[src/rtl/vend_pkg.sv]
// Shared types, default sizing and helpers for the multi-item vending controller.
package vend_pkg;

  localparam int unsigned DEF_N_ITEMS     = 4;
  localparam int unsigned DEF_CREDIT_W    = 8;
  localparam int unsigned DEF_MAX_CREDIT  = 200;
  localparam int unsigned PRICE_TBL_MAX_W = 256;

  typedef enum logic [1:0] {
    ST_IDLE   = 2'b00,
    ST_CREDIT = 2'b01,
    ST_VEND   = 2'b10,
    ST_CHANGE = 2'b11
  } state_e;

  // Extracts entry idx of width w from a packed price table (w <= 32).
  function automatic logic [31:0] price_slice(input logic [PRICE_TBL_MAX_W-1:0] tbl,
                                              input int unsigned idx,
                                              input int unsigned w);
    logic [31:0] mask;
    mask = (w >= 32) ? '1 : ((32'd1 << w) - 32'd1);
    return 32'(tbl >> (idx * w)) & mask;
  endfunction

endpackage

[src/rtl/multi_item_vending_ctrl_if.sv]
// Front-end / mechanics handshake bundle for the vending controller.
interface multi_item_vending_ctrl_if #(
  parameter int unsigned N_ITEMS  = vend_pkg::DEF_N_ITEMS,
  parameter int unsigned CREDIT_W = vend_pkg::DEF_CREDIT_W,
  parameter int unsigned SEL_W    = $clog2(N_ITEMS)
);

  logic                        coin_valid;
  logic [CREDIT_W-1:0]         coin_value;
  logic                        buy_valid;
  logic [SEL_W-1:0]            buy_sel;
  logic                        cancel;
  logic [N_ITEMS*CREDIT_W-1:0] prices;
  logic                        vend_valid;
  logic [SEL_W-1:0]            vend_item;
  logic                        vend_ack;
  logic                        change_valid;
  logic [CREDIT_W-1:0]         change_amount;
  logic                        change_ack;
  logic [CREDIT_W-1:0]         credit;
  logic                        coin_reject;
  logic                        buy_reject;

  // Front end / mechanics side.
  modport master (
    output coin_valid, coin_value, buy_valid, buy_sel, cancel, prices,
           vend_ack, change_ack,
    input  vend_valid, vend_item, change_valid, change_amount, credit,
           coin_reject, buy_reject
  );

  // Controller side.
  modport slave (
    input  coin_valid, coin_value, buy_valid, buy_sel, cancel, prices,
           vend_ack, change_ack,
    output vend_valid, vend_item, change_valid, change_amount, credit,
           coin_reject, buy_reject
  );

endinterface

[src/rtl/vend_credit_acc.sv]
// Credit register with ceiling-checked add, subtract and clear.
module vend_credit_acc #(
  parameter int unsigned CREDIT_W   = vend_pkg::DEF_CREDIT_W,
  parameter int unsigned MAX_CREDIT = vend_pkg::DEF_MAX_CREDIT
) (
  input  logic                clk,
  input  logic                rst_n,
  input  logic                add_en_i,
  input  logic [CREDIT_W-1:0] add_val_i,
  input  logic                sub_en_i,
  input  logic [CREDIT_W-1:0] sub_val_i,
  input  logic                clr_i,
  output logic                add_ok_c_o,
  output logic [CREDIT_W-1:0] credit_o
);

  localparam int unsigned SUM_W = CREDIT_W + 1;

  logic [CREDIT_W-1:0] credit_q, credit_d;
  logic [SUM_W-1:0]    sum_c;

  // One extra bit so the ceiling check never sees a wrapped sum.
  assign sum_c      = {1'b0, credit_q} + {1'b0, add_val_i};
  assign add_ok_c_o = (sum_c <= SUM_W'(MAX_CREDIT));

  always_comb begin
    credit_d = credit_q;
    if (clr_i) begin
      credit_d = '0;
    end else if (add_en_i && add_ok_c_o) begin
      credit_d = sum_c[CREDIT_W-1:0];
    end else if (sub_en_i) begin
      credit_d = credit_q - sub_val_i;
    end
  end

  always_ff @(posedge clk or negedge rst_n) begin
    if (!rst_n) begin
      credit_q <= '0;
    end else begin
      credit_q <= credit_d;
    end
  end

  assign credit_o = credit_q;

endmodule

[src/rtl/multi_item_vending_ctrl.sv]
// Multi-product vending controller: credit accumulation, priced selection, vend/change handshakes.
module multi_item_vending_ctrl
  import vend_pkg::*;
#(
  parameter int unsigned N_ITEMS    = DEF_N_ITEMS,
  parameter int unsigned CREDIT_W   = DEF_CREDIT_W,
  parameter int unsigned MAX_CREDIT = DEF_MAX_CREDIT,
  parameter int unsigned SEL_W      = $clog2(N_ITEMS)
) (
  input logic                      clk,
  input logic                      rst_n,
  multi_item_vending_ctrl_if.slave bus
);

  state_e              state_q, state_d;
  logic                vend_valid_q, vend_valid_d;
  logic [SEL_W-1:0]    vend_item_q, vend_item_d;
  logic                change_valid_q, change_valid_d;
  logic [CREDIT_W-1:0] change_amount_q, change_amount_d;
  logic                coin_reject_q, coin_reject_d;
  logic                buy_reject_q, buy_reject_d;

  logic                add_en_c, sub_en_c, clr_c, add_ok_c, buy_ok_c;
  logic [CREDIT_W-1:0] credit_c, price_c;

  vend_credit_acc #(
    .CREDIT_W   (CREDIT_W),
    .MAX_CREDIT (MAX_CREDIT)
  ) u_credit_acc (
    .clk        (clk),
    .rst_n      (rst_n),
    .add_en_i   (add_en_c),
    .add_val_i  (bus.coin_value),
    .sub_en_i   (sub_en_c),
    .sub_val_i  (price_c),
    .clr_i      (clr_c),
    .add_ok_c_o (add_ok_c),
    .credit_o   (credit_c)
  );

  assign price_c  = CREDIT_W'(price_slice(PRICE_TBL_MAX_W'(bus.prices), 32'(bus.buy_sel), CREDIT_W));
  assign buy_ok_c = (32'(bus.buy_sel) < N_ITEMS) && (price_c <= credit_c);

  // Next state and registered outputs; coin beats cancel beats buy.
  always_comb begin
    state_d         = state_q;
    vend_valid_d    = vend_valid_q;
    vend_item_d     = vend_item_q;
    change_valid_d  = change_valid_q;
    change_amount_d = change_amount_q;
    coin_reject_d   = 1'b0;
    buy_reject_d    = 1'b0;
    add_en_c        = 1'b0;
    sub_en_c        = 1'b0;
    clr_c           = 1'b0;

    case (state_q)
      ST_IDLE, ST_CREDIT: begin
        if (bus.coin_valid) begin
          if (add_ok_c) begin
            add_en_c = 1'b1;
            if (bus.coin_value != '0) begin
              state_d = ST_CREDIT;
            end
          end else begin
            coin_reject_d = 1'b1;
          end
        end else if (bus.cancel) begin
          if (state_q == ST_CREDIT) begin
            change_valid_d  = 1'b1;
            change_amount_d = credit_c;
            state_d         = ST_CHANGE;
          end
        end else if (bus.buy_valid) begin
          if (buy_ok_c) begin
            sub_en_c     = 1'b1;
            vend_item_d  = bus.buy_sel;
            vend_valid_d = 1'b1;
            state_d      = ST_VEND;
          end else begin
            buy_reject_d = 1'b1;
          end
        end
      end

      ST_VEND: begin
        coin_reject_d = bus.coin_valid;
        buy_reject_d  = bus.buy_valid;
        if (bus.vend_ack && vend_valid_q) begin
          vend_valid_d = 1'b0;
          // Leftover credit is always refunded; change starts with no dead cycle.
          if (credit_c != '0) begin
            change_valid_d  = 1'b1;
            change_amount_d = credit_c;
            state_d         = ST_CHANGE;
          end else begin
            state_d = ST_IDLE;
          end
        end
      end

      ST_CHANGE: begin
        coin_reject_d = bus.coin_valid;
        buy_reject_d  = bus.buy_valid;
        if (bus.change_ack && change_valid_q) begin
          change_valid_d = 1'b0;
          clr_c          = 1'b1;
          state_d        = ST_IDLE;
        end
      end

      default: state_d = ST_IDLE;
    endcase
  end

  always_ff @(posedge clk or negedge rst_n) begin
    if (!rst_n) begin
      state_q         <= ST_IDLE;
      vend_valid_q    <= 1'b0;
      vend_item_q     <= '0;
      change_valid_q  <= 1'b0;
      change_amount_q <= '0;
      coin_reject_q   <= 1'b0;
      buy_reject_q    <= 1'b0;
    end else begin
      state_q         <= state_d;
      vend_valid_q    <= vend_valid_d;
      vend_item_q     <= vend_item_d;
      change_valid_q  <= change_valid_d;
      change_amount_q <= change_amount_d;
      coin_reject_q   <= coin_reject_d;
      buy_reject_q    <= buy_reject_d;
    end
  end

  assign bus.vend_valid    = vend_valid_q;
  assign bus.vend_item     = vend_item_q;
  assign bus.change_valid  = change_valid_q;
  assign bus.change_amount = change_amount_q;
  assign bus.credit        = credit_c;
  assign bus.coin_reject   = coin_reject_q;
  assign bus.buy_reject    = buy_reject_q;

endmodule

[src/flat_wrapper.sv]
// flat-port wrapper written by rule: the top's interface ports become plain ports
module multi_item_vending_ctrl_flat import vend_pkg::*;
#(
  parameter int unsigned N_ITEMS    = DEF_N_ITEMS,
  parameter int unsigned CREDIT_W   = DEF_CREDIT_W,
  parameter int unsigned MAX_CREDIT = DEF_MAX_CREDIT,
  parameter int unsigned SEL_W      = $clog2(N_ITEMS)
)
  (clk, rst_n, bus_coin_valid, bus_coin_value, bus_buy_valid, bus_buy_sel, bus_cancel, bus_prices, bus_vend_ack, bus_change_ack, bus_vend_valid, bus_vend_item, bus_change_valid, bus_change_amount, bus_credit, bus_coin_reject, bus_buy_reject);
  multi_item_vending_ctrl_if #(.N_ITEMS(N_ITEMS), .CREDIT_W(CREDIT_W), .SEL_W(SEL_W)) bus_i ();
  input logic clk;
  input logic rst_n;
  input wire logic [$bits(bus_i.coin_valid)-1:0] bus_coin_valid;
  input wire logic [$bits(bus_i.coin_value)-1:0] bus_coin_value;
  input wire logic [$bits(bus_i.buy_valid)-1:0] bus_buy_valid;
  input wire logic [$bits(bus_i.buy_sel)-1:0] bus_buy_sel;
  input wire logic [$bits(bus_i.cancel)-1:0] bus_cancel;
  input wire logic [$bits(bus_i.prices)-1:0] bus_prices;
  input wire logic [$bits(bus_i.vend_ack)-1:0] bus_vend_ack;
  input wire logic [$bits(bus_i.change_ack)-1:0] bus_change_ack;
  output wire logic [$bits(bus_i.vend_valid)-1:0] bus_vend_valid;
  output wire logic [$bits(bus_i.vend_item)-1:0] bus_vend_item;
  output wire logic [$bits(bus_i.change_valid)-1:0] bus_change_valid;
  output wire logic [$bits(bus_i.change_amount)-1:0] bus_change_amount;
  output wire logic [$bits(bus_i.credit)-1:0] bus_credit;
  output wire logic [$bits(bus_i.coin_reject)-1:0] bus_coin_reject;
  output wire logic [$bits(bus_i.buy_reject)-1:0] bus_buy_reject;
  assign bus_i.coin_valid = bus_coin_valid;
  assign bus_i.coin_value = bus_coin_value;
  assign bus_i.buy_valid = bus_buy_valid;
  assign bus_i.buy_sel = bus_buy_sel;
  assign bus_i.cancel = bus_cancel;
  assign bus_i.prices = bus_prices;
  assign bus_i.vend_ack = bus_vend_ack;
  assign bus_i.change_ack = bus_change_ack;
  assign bus_vend_valid = bus_i.vend_valid;
  assign bus_vend_item = bus_i.vend_item;
  assign bus_change_valid = bus_i.change_valid;
  assign bus_change_amount = bus_i.change_amount;
  assign bus_credit = bus_i.credit;
  assign bus_coin_reject = bus_i.coin_reject;
  assign bus_buy_reject = bus_i.buy_reject;
  multi_item_vending_ctrl #(.N_ITEMS(N_ITEMS), .CREDIT_W(CREDIT_W), .MAX_CREDIT(MAX_CREDIT), .SEL_W(SEL_W)) u_core (.clk(clk), .rst_n(rst_n), .bus(bus_i));
endmodule
[config.mk]
export PLATFORM = sky130hd
export DESIGN_NAME = multi_item_vending_ctrl_flat
export DESIGN_NICKNAME = d
export VERILOG_FILES = /design/src/rtl/vend_pkg.sv /design/src/rtl/multi_item_vending_ctrl_if.sv /design/src/rtl/vend_credit_acc.sv /design/src/rtl/multi_item_vending_ctrl.sv /design/src/flat_wrapper.sv
export SDC_FILE = /design/constraint.sdc
export NUM_CORES = 1
export LEC_CHECK = 0
export CAP_MARGIN = 20
export CORE_UTILIZATION = 46
export DETAILED_ROUTE_END_ITERATION = 16
export PLACE_DENSITY = 0.81
export SYNTH_ARGS = -nofsm -noshare
export SYNTH_HDL_FRONTEND = slang
export SYNTH_SLANG_ARGS = --single-unit
export TNS_END_PERCENT = 5
[constraint.sdc]
create_clock -name clk -period 3.31 [get_ports clk]
set_clock_uncertainty 0.15 [all_clocks]
set_input_delay 0.993 -clock clk [delete_from_list [all_inputs] [get_ports clk]]
set_output_delay 0.993 -clock clk [all_outputs]
set_load 0.01 [all_outputs]
* Yosys cells after proc, flatten, opt, wreduce, memory -nomap -nowiden
Index checks and enable logic that the tools add are counted.
Cells by class: add/subtract/negate cells 2, $lt $le $gt $ge 2, equality and inequality tests 17, shifts and indexed selects 1, mux-type cells 51, bitwise operators 2, reductions and logical operators 15
Operators by type and width (count):
- $mux W8 | 8
- $shr A32 B5 Y8 | 1
- $mux W1 | 27
- $mux W2 | 10
- $reduce_and A6 Y1 | 3
- $pmux W8 S2 | 1
- $reduce_bool A8 Y1 | 2
- $ne A2 B1 Y1 const B | 5
- $add A8 B8 Y9 | 1
- $le A9 B8 Y1 const B | 1
- $le A8 B8 Y1 | 1
- $ne A2 B2 Y1 const B | 4
- $ne A4 B3 Y1 const B | 2
- $sub A8 B8 Y8 | 1
- $reduce_and A7 Y1 | 1
- $pmux W1 S2 | 3
- $pmux W2 S3 | 1
- $reduce_and A5 Y1 | 1
- $eq A2 B2 Y1 const B | 2
- $ne A4 B4 Y1 const B | 1
- $reduce_or A2 Y1 | 2
- $logic_and A1 B1 Y1 | 3
- $ne A3 B2 Y1 const B | 1
- $ne A3 B3 Y1 const B | 1
- 6 further kinds | 7
Word-level totals: register bits after elaboration 24, output and inout port bits 22, word-level logic and storage cells 98

* Depth between registers and ports, before layout
Gate-level depths: netlist of the first run.
depth after elaboration 10, depth in mapped cells 13

* Hierarchy
A second synthesis of the first run with hierarchy kept.
Second synthesis, totals: cell total of the unflattened synthesis 264, area total of the unflattened synthesis 2441.1 sq um
Modules (own cells, without submodules):
- vend_credit_acc | instances 1, cells an instance 148, area each 1281.2 sq um, seq. area each 200.2 sq um
- multi_item_vending_ctrl | instances 1, cells an instance 116, area each 1159.9 sq um, seq. area each 400.4 sq um

* Worst setup path after synthesis of the first run
No wires, ideal clock.
path type input -> register, from input bus_buy_sel[0], to register u_core.u_credit_acc.credit_q[2], in the netlist u_core.u_credit_acc.credit_o[2], data arrival time 3726 ps, data required time 3033 ps, slack -693 ps, stages on the path 12, path buffers 2, cells stage by stage clkbuf_1 > mux4_2 > inv_1 > ha_1 > a21o_1 > a21oi_1 > o21ai_0 > o311ai_2 > buf_2 > nor2_1 > a31oi_1 > mux2i_1
On the way: longest elaborated chain between the ends 8, elaborated cells on any way between the ends 12, those cells by class 1 x add/sub; 1 x order compare; 1 x shift; 8 x mux; 1 x reduce/logical
RTL lines:
- start, declared | RTL line flat_wrapper.sv:16 | input wire logic [$bits(bus_i.buy_sel)-1:0] bus_buy_sel;
- $shr A32 B5 Y8 * | RTL line vend_pkg.sv:22 | return 32'(tbl >> (idx * w)) & mask;
- $le A8 B8 Y1 | RTL line multi_item_vending_ctrl.sv:42 | assign buy_ok_c = (32'(bus.buy_sel) < N_ITEMS) && (price_c <= credit_c);
- $mux W1 | RTL line multi_item_vending_ctrl.sv:75 | if (buy_ok_c) begin
- $mux W1 | RTL line multi_item_vending_ctrl.sv:74 | end else if (bus.buy_valid) begin
- $mux W1 | RTL line multi_item_vending_ctrl.sv:68 | end else if (bus.cancel) begin
- $mux W1 | RTL line multi_item_vending_ctrl.sv:59 | if (bus.coin_valid) begin
- $mux W1 | RTL line multi_item_vending_ctrl.sv:57 | case (state_q)
- $reduce_bool A3 Y1 (no source line)
- end signal, assigned | RTL line vend_credit_acc.sv:41 | credit_q <= credit_d;
- end, declared | RTL line vend_credit_acc.sv:19 | logic [CREDIT_W-1:0] credit_q, credit_d;
Mark *: on every way between the ends. The rest lies on a longest branch, timed or not. The select of a mux whose other input is x is not followed. A chain may end at the register's enable or synchronous reset.

* Worst setup path in the final report of the first run
from input bus_buy_sel[0], to register u_core.u_credit_acc.credit_q[6], in the netlist u_core.u_credit_acc.credit_o[6]
Same word-level chain as after synthesis.

==> results of run 1 <==
report_power, final:
group	internal, mW	switching, mW
Clock	0.107	0.108
Sequential	0.419	0.209
Combinational	1.14	1.10
how the worst max path moves through the flow:
stage,startpoint,endpoint,slack [ps]
floorplan,bus_buy_sel[0],u_core.u_credit_acc.credit_o[2],-170
global placement,bus_buy_sel[0],u_core.bus.buy_reject,-680
detailed placement,bus_buy_sel[0],u_core.u_credit_acc.credit_o[2],-810
CTS,bus_coin_value[4],u_core.state_q[0],1
global route,bus_prices[21],u_core.u_credit_acc.credit_o[6],-310
finish,bus_buy_sel[0],u_core.u_credit_acc.credit_o[6],-230
synthesized netlist by cell type, drive strengths merged:
cell type,n
nor2,13
o21a,6
xnor2,7
nand4,1
nor2b,2
xor2,2
dfrtp,24
and2,2
o211ai,1
fa,2
clkbuf,5
o31ai,2
nand3,4
or3,5
nor3,2
mux2,8
nand2b,3
a31oi,3
or4,2
inv,19
a21o,7
o22ai,1
a211oi,3
a21oi,15
a221oi,2
a2111oi,1
a222oi,1
o311ai,2
mux2i,4
nand3b,1
o21ai,25
nand4b,1
or2,1
mux4,8
and4b,1
o21bai,1
buf,2
nand2,12
nor4,2
ha,16
o32a,2
flip-flops by register name (all words and copies together) (netlist names):
signal                        cells
u_core.bus.change_amount          8
u_core.u_credit_acc.credit_o      8
u_core.bus.vend_item              2
u_core.state_q                    2
u_core.bus.buy_reject             1
u_core.bus.change_valid           1
u_core.bus.coin_reject            1
u_core.bus.vend_valid             1
what timing repair did:
item / CTS / global route
pin swaps: 21 / 17
setup buffers: 5 / 4
setup endpoints to repair: 15 / 14
resized for setup: 60 / 32
gates cloned: 1 / 0
layout make-up:
cell class	instances	area share
Clock buffer	4	0.01570
Sequential cell	24	0.1712
Timing Repair Buffer	119	0.3136
Inverter	19	0.02105
Multi-Input combinational cell	172	0.4599
Tap cell	52	0.01855
worst register-to-register path, stage by stage, from the launching register on:
cell and delay (ps):
dfrtp_1 580, inv_1 200, fa_2 600, inv_1 60, or3_1 360, a222oi_1 330
buf_4 220, o31ai_4 70, buf_12 170, o21ai_1 200, a21oi_1 90
through the flow:
step | hold WS (ps) | instances | setup slack (ps) | utilization
global placement | 316.3 | 377 | -678.9 | 0.7218
detailed placement | 320.2 | 377 | -808.9 | 0.7218
global route | 397.3 | 390 | -313.3 | 0.8055
finish | 368.8 | 390 | -234.7 | 0.8055
CTS | 339.0 | 387 | 1.282 | 0.7730
floorplan | 366.2 | 221 | -170.7 | -
layer usage:
| metal | vias up | wire [um] | share of wire | global-route usage |
|---|---|---|---|---|
| li1 | 1058 | - | - | - |
| met1 | 1163 | 3051 | 0.34 | 0.3223 |
| met5 | - | 0 | 0 | 0 |
| met2 | 235 | 4327 | 0.48 | 0.5631 |
| met4 | 0 | 682 | 0.076 | 0.2517 |
| met3 | 71 | 896 | 0.10 | 0.05523 |
cells by family (layout without fill, tap and decap cells):
logic type	after synthesis	in the layout
AOI/OAI and AO/OA	72	73
xor gates and xnor gates	9	9
buffers and inverters	26	142
and+or+nand+nor	52	52
muxes	20	20
adders and majority gates	18	18
DFF	24	24
==> impl_metrics.json, run 1 <==
{
  "die-area_um2": 4796,
  "cts_tree": "yes",
  "row_count": 24,
  "crit_chain": "buf_12, mux4_2, ha_4, inv_2, fa_2, a21o_1, a21oi_4, o21ai_2, o311ai_4, buf_4, a21oi_1, a221oi_1",
  "worst_pin_slew_ps": 551.0,
  "gp_congestion": 0.8445,
  "num_antenna_cells": 0,
  "overflow": 0,
  "finalSetupViolations": 13,
  "htree_levels": 1,
  "crit_path_top_delay_cell": "o311ai_4",
  "min_to": "u_core.bus.change_amount[6]",
  "synthMuxAreaShare": 0.1491,
  "seq_area_um2": 600.6,
  "grt_usage": 0.3158,
  "drtIter0Drc": 279,
  "grt_pass1_wl_um": 11680,
  "crit_path_max_incr_delay_ps": 390,
  "start_util": 0.4779,
  "drt_wl_total_um": 8958,
  "synth_area_leaders": "dfrtp_1 (29%), ha_1 (9.6%), mux4_2 (8.7%)",
  "r2r_start": "u_core.u_credit_acc.credit_o[1]",
  "ant_nets": 0,
  "synth_compound_area_frac": 0.2297,
  "multi_input_area_um2": 1613,
  "min_period_over_period": 1.071,
  "synth-simple-area-share": 0.1281,
  "synth_seq_area_share": 0.2886,
  "synth_top_family_by_area": "compound AO/OA/AOI/OAI gates",
  "synth_fa_ha_area_frac": 0.1155,
  "synth_xor_area_frac": 0.03788,
  "violations": "setup timing",
  "synth_top_area_share": 0.2886,
  "drt_pass1_iterations": 5,
  "crit_family": "compound AO/OA/AOI/OAI gates",
  "path_buf_inv": 3,
  "clkTransAtPathRegs_ps": 90,
  "ios": 71,
  "io_buffer_count": 70,
  "drc_errors": 0,
  "min_from": "u_core.bus.change_amount[6]",
  "cp_max_fo": 4,
  "relSlewSlack": 0.6302,
  "min_path_cells": 1,
  "yosys_warnings": 0,
  "die_h_um": 69.26,
  "power.density_nw_per_um2": 877.6,
  "vias": 2527,
  "insertion_delay_ps": 280,
  "syn_inst": 221,
  "final_common_cell": "clkdlybuf4s50_1",
  "leakage_nw": 1.565,
  "reg2reg_to": "u_core.u_credit_acc.credit_o[5]",
  "via_per_inst": 6.479,
  "p_total_mw": 3.078,
  "synth.distinct_cells": 47,
  "numCtsBuffers": 3,
  "core_um2": 4354,
  "grt_max_degree": 25,
  "grt_pass1_vias": 2519,
  "antenna_found_initial": 0,
  "place_hpwl_um": 4724,
  "max_freq_mhz": 282.1,
  "die_x_um": 69.26,
  "rr_worst_depth": 10,
  "critPathCaptureType": "register",
  "cts_hold_buf": 0,
  "ir_drop_uv": 414.5,
  "syn_avg_cell_area_um2": 9.415,
  "root_buffer": "clkbuf_8",
  "post_dp_cell_area_um2": 3143,
  "r2r_slack_ps": 130,
  "worstSetupPathType": "input pin to register",
  "finalHoldViolCount": 0,
  "synth.largest_area_cell": "dfrtp_1",
  "rsz0062_at_grt": "true",
  "period_needed_ps": 3545,
  "final_cell_mix": "clkdlybuf4s50_1 (52), buf_4 (44), dfrtp_1 (24)",
  "syn_to_final_growth_pct": 68.55,
  "numClockSinks": 24,
  "cts.path.max_buffers": 2,
  "slew_viol_final": 0,
  "fillCellCount": 216,
  "syn-num-nets": 288,
  "hold_path.class": "register to register",
  "wl_per_cell_um": 22.97,
  "critPathLaunchType": "input pin",
  "tns_ps": -1511,
  "finish.instance_area_um2": 3507,
  "cp.arrival_ps": 3560,
  "ys_ff_latch": 24,
  "cp_num_cells": 12,
  "timing.final.ws_setup_ps": -234.7,
  "status": "finished, violations left",
  "netlist_area_um2": 2081,
  "final_net_count": 406,
  "drive_gt1_frac": 0.3314,
  "cap_viol_max_count": 0,
  "cp.required_ps": 3320
}
Power figures use the tool's default switching activity.
==> run 2, diff against run 1 <==
--- a/config.mk
+++ b/config.mk
@@ -5,6 +5,7 @@
 export SDC_FILE = /design/constraint.sdc
 export NUM_CORES = 1
 export LEC_CHECK = 0
+export ABC_CLOCK_PERIOD_IN_PS = 3310
 export CAP_MARGIN = 20
 export CORE_UTILIZATION = 46
 export DETAILED_ROUTE_END_ITERATION = 16
==> results of run 2 <==
The final DEF is identical to that of run 1; final timing and power are the same.
==> run 3, diff against run 2 <==
--- a/config.mk
+++ b/config.mk
@@ -9,7 +9,8 @@
 export CAP_MARGIN = 20
 export CORE_UTILIZATION = 46
 export DETAILED_ROUTE_END_ITERATION = 16
-export PLACE_DENSITY = 0.81
+export GPL_TIMING_DRIVEN = 0
+export PLACE_DENSITY = 0.84
 export SYNTH_ARGS = -nofsm -noshare
 export SYNTH_HDL_FRONTEND = slang
 export SYNTH_SLANG_ARGS = --single-unit
==> run 3 against run 2 <==
Net effect: the run still ends with setup timing left; sequential share of layout area up 0.79 points; register-to-register slack improved by 210 ps; via count down 10%; fmax is 1.7% higher; utilization shrank 3.6 points; critical endpoint is now u_core.u_credit_acc.credit_o[4]; first-iteration DRC count down 32%; critical path depth fell by 1; non-clock buffer count decreased by 25; global-route usage is 7.5 points lower; combinational power down 15%; sequential cell count unchanged.
==> impl_metrics.json, run 3 (synthesized netlist as in run 1, its figures left out) <==
{
  "path_buf_inv": 4,
  "drc_errors": 0,
  "slew_viol_final": 0,
  "seqPwrFrac": 0.222,
  "timing.final.ws_setup_ps": -176.0,
  "cp.required_ps": 3310,
  "die-area_um2": 4796,
  "grt_pass1_wl_um": 9446,
  "die_x_um": 69.26,
  "clock_power_share": 0.077,
  "finalHoldViolCount": 0,
  "worst_pin_slew_ps": 623.8,
  "cts_hold_buf": 0,
  "grt_max_degree": 25,
  "gp_congestion": 0.8366,
  "tns_ps": -553.7,
  "crit_path_max_incr_delay_ps": 500,
  "wl_per_cell_um": 19.39,
  "numCtsBuffers": 3,
  "io_buffer_count": 68,
  "numClockSinks": 24,
  "multi_input_area_um2": 1640,
  "seq_area_um2": 600.6,
  "finalSetupViolations": 10,
  "switching_share": 0.4481,
  "combPwrFrac": 0.702,
  "htree_levels": 1,
  "final_cell_mix": "clkdlybuf4s50_1 (49), dfrtp_1 (24), o21ai_0 (17)",
  "crit_path_top_delay_cell": "mux4_2",
  "dp.cells": 341,
  "cap_viol_max_count": 0,
  "holdWs_ps": 360.2,
  "drt_pass1_iterations": 6,
  "fillCellCount": 251,
  "dp_slack_ps": -660.9,
  "post_dp_cell_area_um2": 2868,
  "insertion_delay_ps": 270,
  "leakage_nw": 1.451,
  "vias": 2272,
  "grt_usage": 0.2410,
  "power.density_nw_per_um2": 808.8,
  "overflow": 0,
  "finish.instance_area_um2": 3352,
  "critPathLaunchType": "input pin",
  "period_needed_ps": 3486,
  "die_h_um": 69.26,
  "critPathCaptureType": "register",
  "min_period_over_period": 1.053,
  "drive_gt1_frac": 0.2692,
  "cts.path.max_buffers": 2,
  "ios": 71,
  "crit_family": "buffers and inverters",
  "p_sw_mw": 1.215,
  "cts_tree": "yes",
  "final_net_count": 380,
  "crit_chain": "clkdlybuf4s50_1, mux4_2, inv_1, ha_4, o21a_1, o21a_1, o311ai_4, buf_6, buf_6, mux2i_1, a21oi_2",
  "intPower_mw": 1.496,
  "via_per_inst": 6.242,
  "violations": "setup timing",
  "ir_drop_uv": 401.4,
  "cp.arrival_ps": 3490,
  "syn_to_final_growth_pct": 61.09,
  "max_freq_mhz": 286.9,
  "core_um2": 4354,
  "final_common_cell": "clkdlybuf4s50_1",
  "worstSetupPathType": "input pin to register",
  "relSlewSlack": 0.5841,
  "cp_max_fo": 5,
  "drtIter0Drc": 189,
  "clkTransAtPathRegs_ps": 90,
  "row_count": 24,
  "start_util": 0.4779,
  "hold_path.class": "register to register",
  "grt_pass1_vias": 2116,
  "ant_nets": 0,
  "antenna_found_initial": 0,
  "num_antenna_cells": 0,
  "root_buffer": "clkbuf_8",
  "status": "finished, violations left",
  "layout.cells.non_filler": 364,
  "place_hpwl_um": 3950,
  "drt_wl_total_um": 7059
}
==> run 3: cell types whose count changed in the layout (fill, tap and decap cells not counted), moves of 3 or more <==
cell / previous run / this run
buf_4: 44 / 12
buf_6: 4 / 7
clkbuf_1: 0 / 3
clkdlybuf4s50_1: 52 / 49
dlymetal6s2s_1: 2 / 5
ha_1: 9 / 6
ha_4: 6 / 9
inv_2: 3 / 6
o21ai_0: 14 / 17
o21ai_2: 8 / 3
==> run 3: repair_timing <==
| item | CTS | global route |
|---|---|---|
| gates cloned | 2 | 0 |
| setup buffers | 9 | 8 |
| resized for setup | 34 | 52 |
| pin swaps | 14 | 22 |
| endpoints found under the setup margin | 14 | 12 |
==> run 3: worst paths after layout <==
kind                                                 start                               to  slack, ps  cells past startpoint
max                                         bus_prices[14]  u_core.u_credit_acc.credit_o[4]       -180                     11
min                            u_core.bus.change_amount[1]      u_core.bus.change_amount[1]        360                      2
max reg2reg                u_core.u_credit_acc.credit_o[1]  u_core.u_credit_acc.credit_o[5]        340                     10
min reg2reg                    u_core.bus.change_amount[1]      u_core.bus.change_amount[1]        360                      2
max in group asynchronous                            rst_n      u_core.bus.change_amount[3]       1660                      2
min in group asynchronous                            rst_n      u_core.bus.change_amount[5]        890                      1
==> run 3: through the flow <==
stage | util | power [mW]
2_1_floorplan | - | 1.507
3_3_place_gp | 0.6586 | 1.964
5_1_grt | 0.7698 | 2.865
3_5_place_dp | 0.6586 | 1.997
6_report | 0.7698 | 2.711
4_1_cts | 0.7069 | 2.343
==> run 3: power groups by stage <==
stage,sequential (mW),clock [mW],combinational [mW]
floorplan,0.577,0,0.930
global placement,0.559,0,1.40
detailed placement,0.563,0,1.43
CTS,0.567,0.208,1.57
global route,0.615,0.223,2.03
finish,0.601,0.208,1.90
==> run 3: cell type report <==
| class | instances | share of cell area |
|---|---|---|
| repair buffers | 87 | 0.2568 |
| plain buffers | 7 | 0.01754 |
| flip-flops and latches | 24 | 0.1792 |
| inverters | 19 | 0.02128 |
| multi-input cells | 171 | 0.4894 |
| clock buffers | 4 | 0.01642 |
| well taps | 52 | 0.01941 |
==> run 3: tightest hold or removal path: cells and delay by family, from the launching register on <==
kind / cells / cell delay [ps]
flops: 1 / 360
compound gates: 1 / 70
simple gates: 1 / 50
==> run 3: routing by layer <==
metal / routed length (um) / track usage / vias to the layer above
met2: 3583 / 0.4110 / 136
met1: 2655 / 0.3065 / 1092
met3: 477 / 0.03779 / 35
met5: 0 / 0 / -
met4: 342 / 0.09297 / 0
li1: - / - / 1009
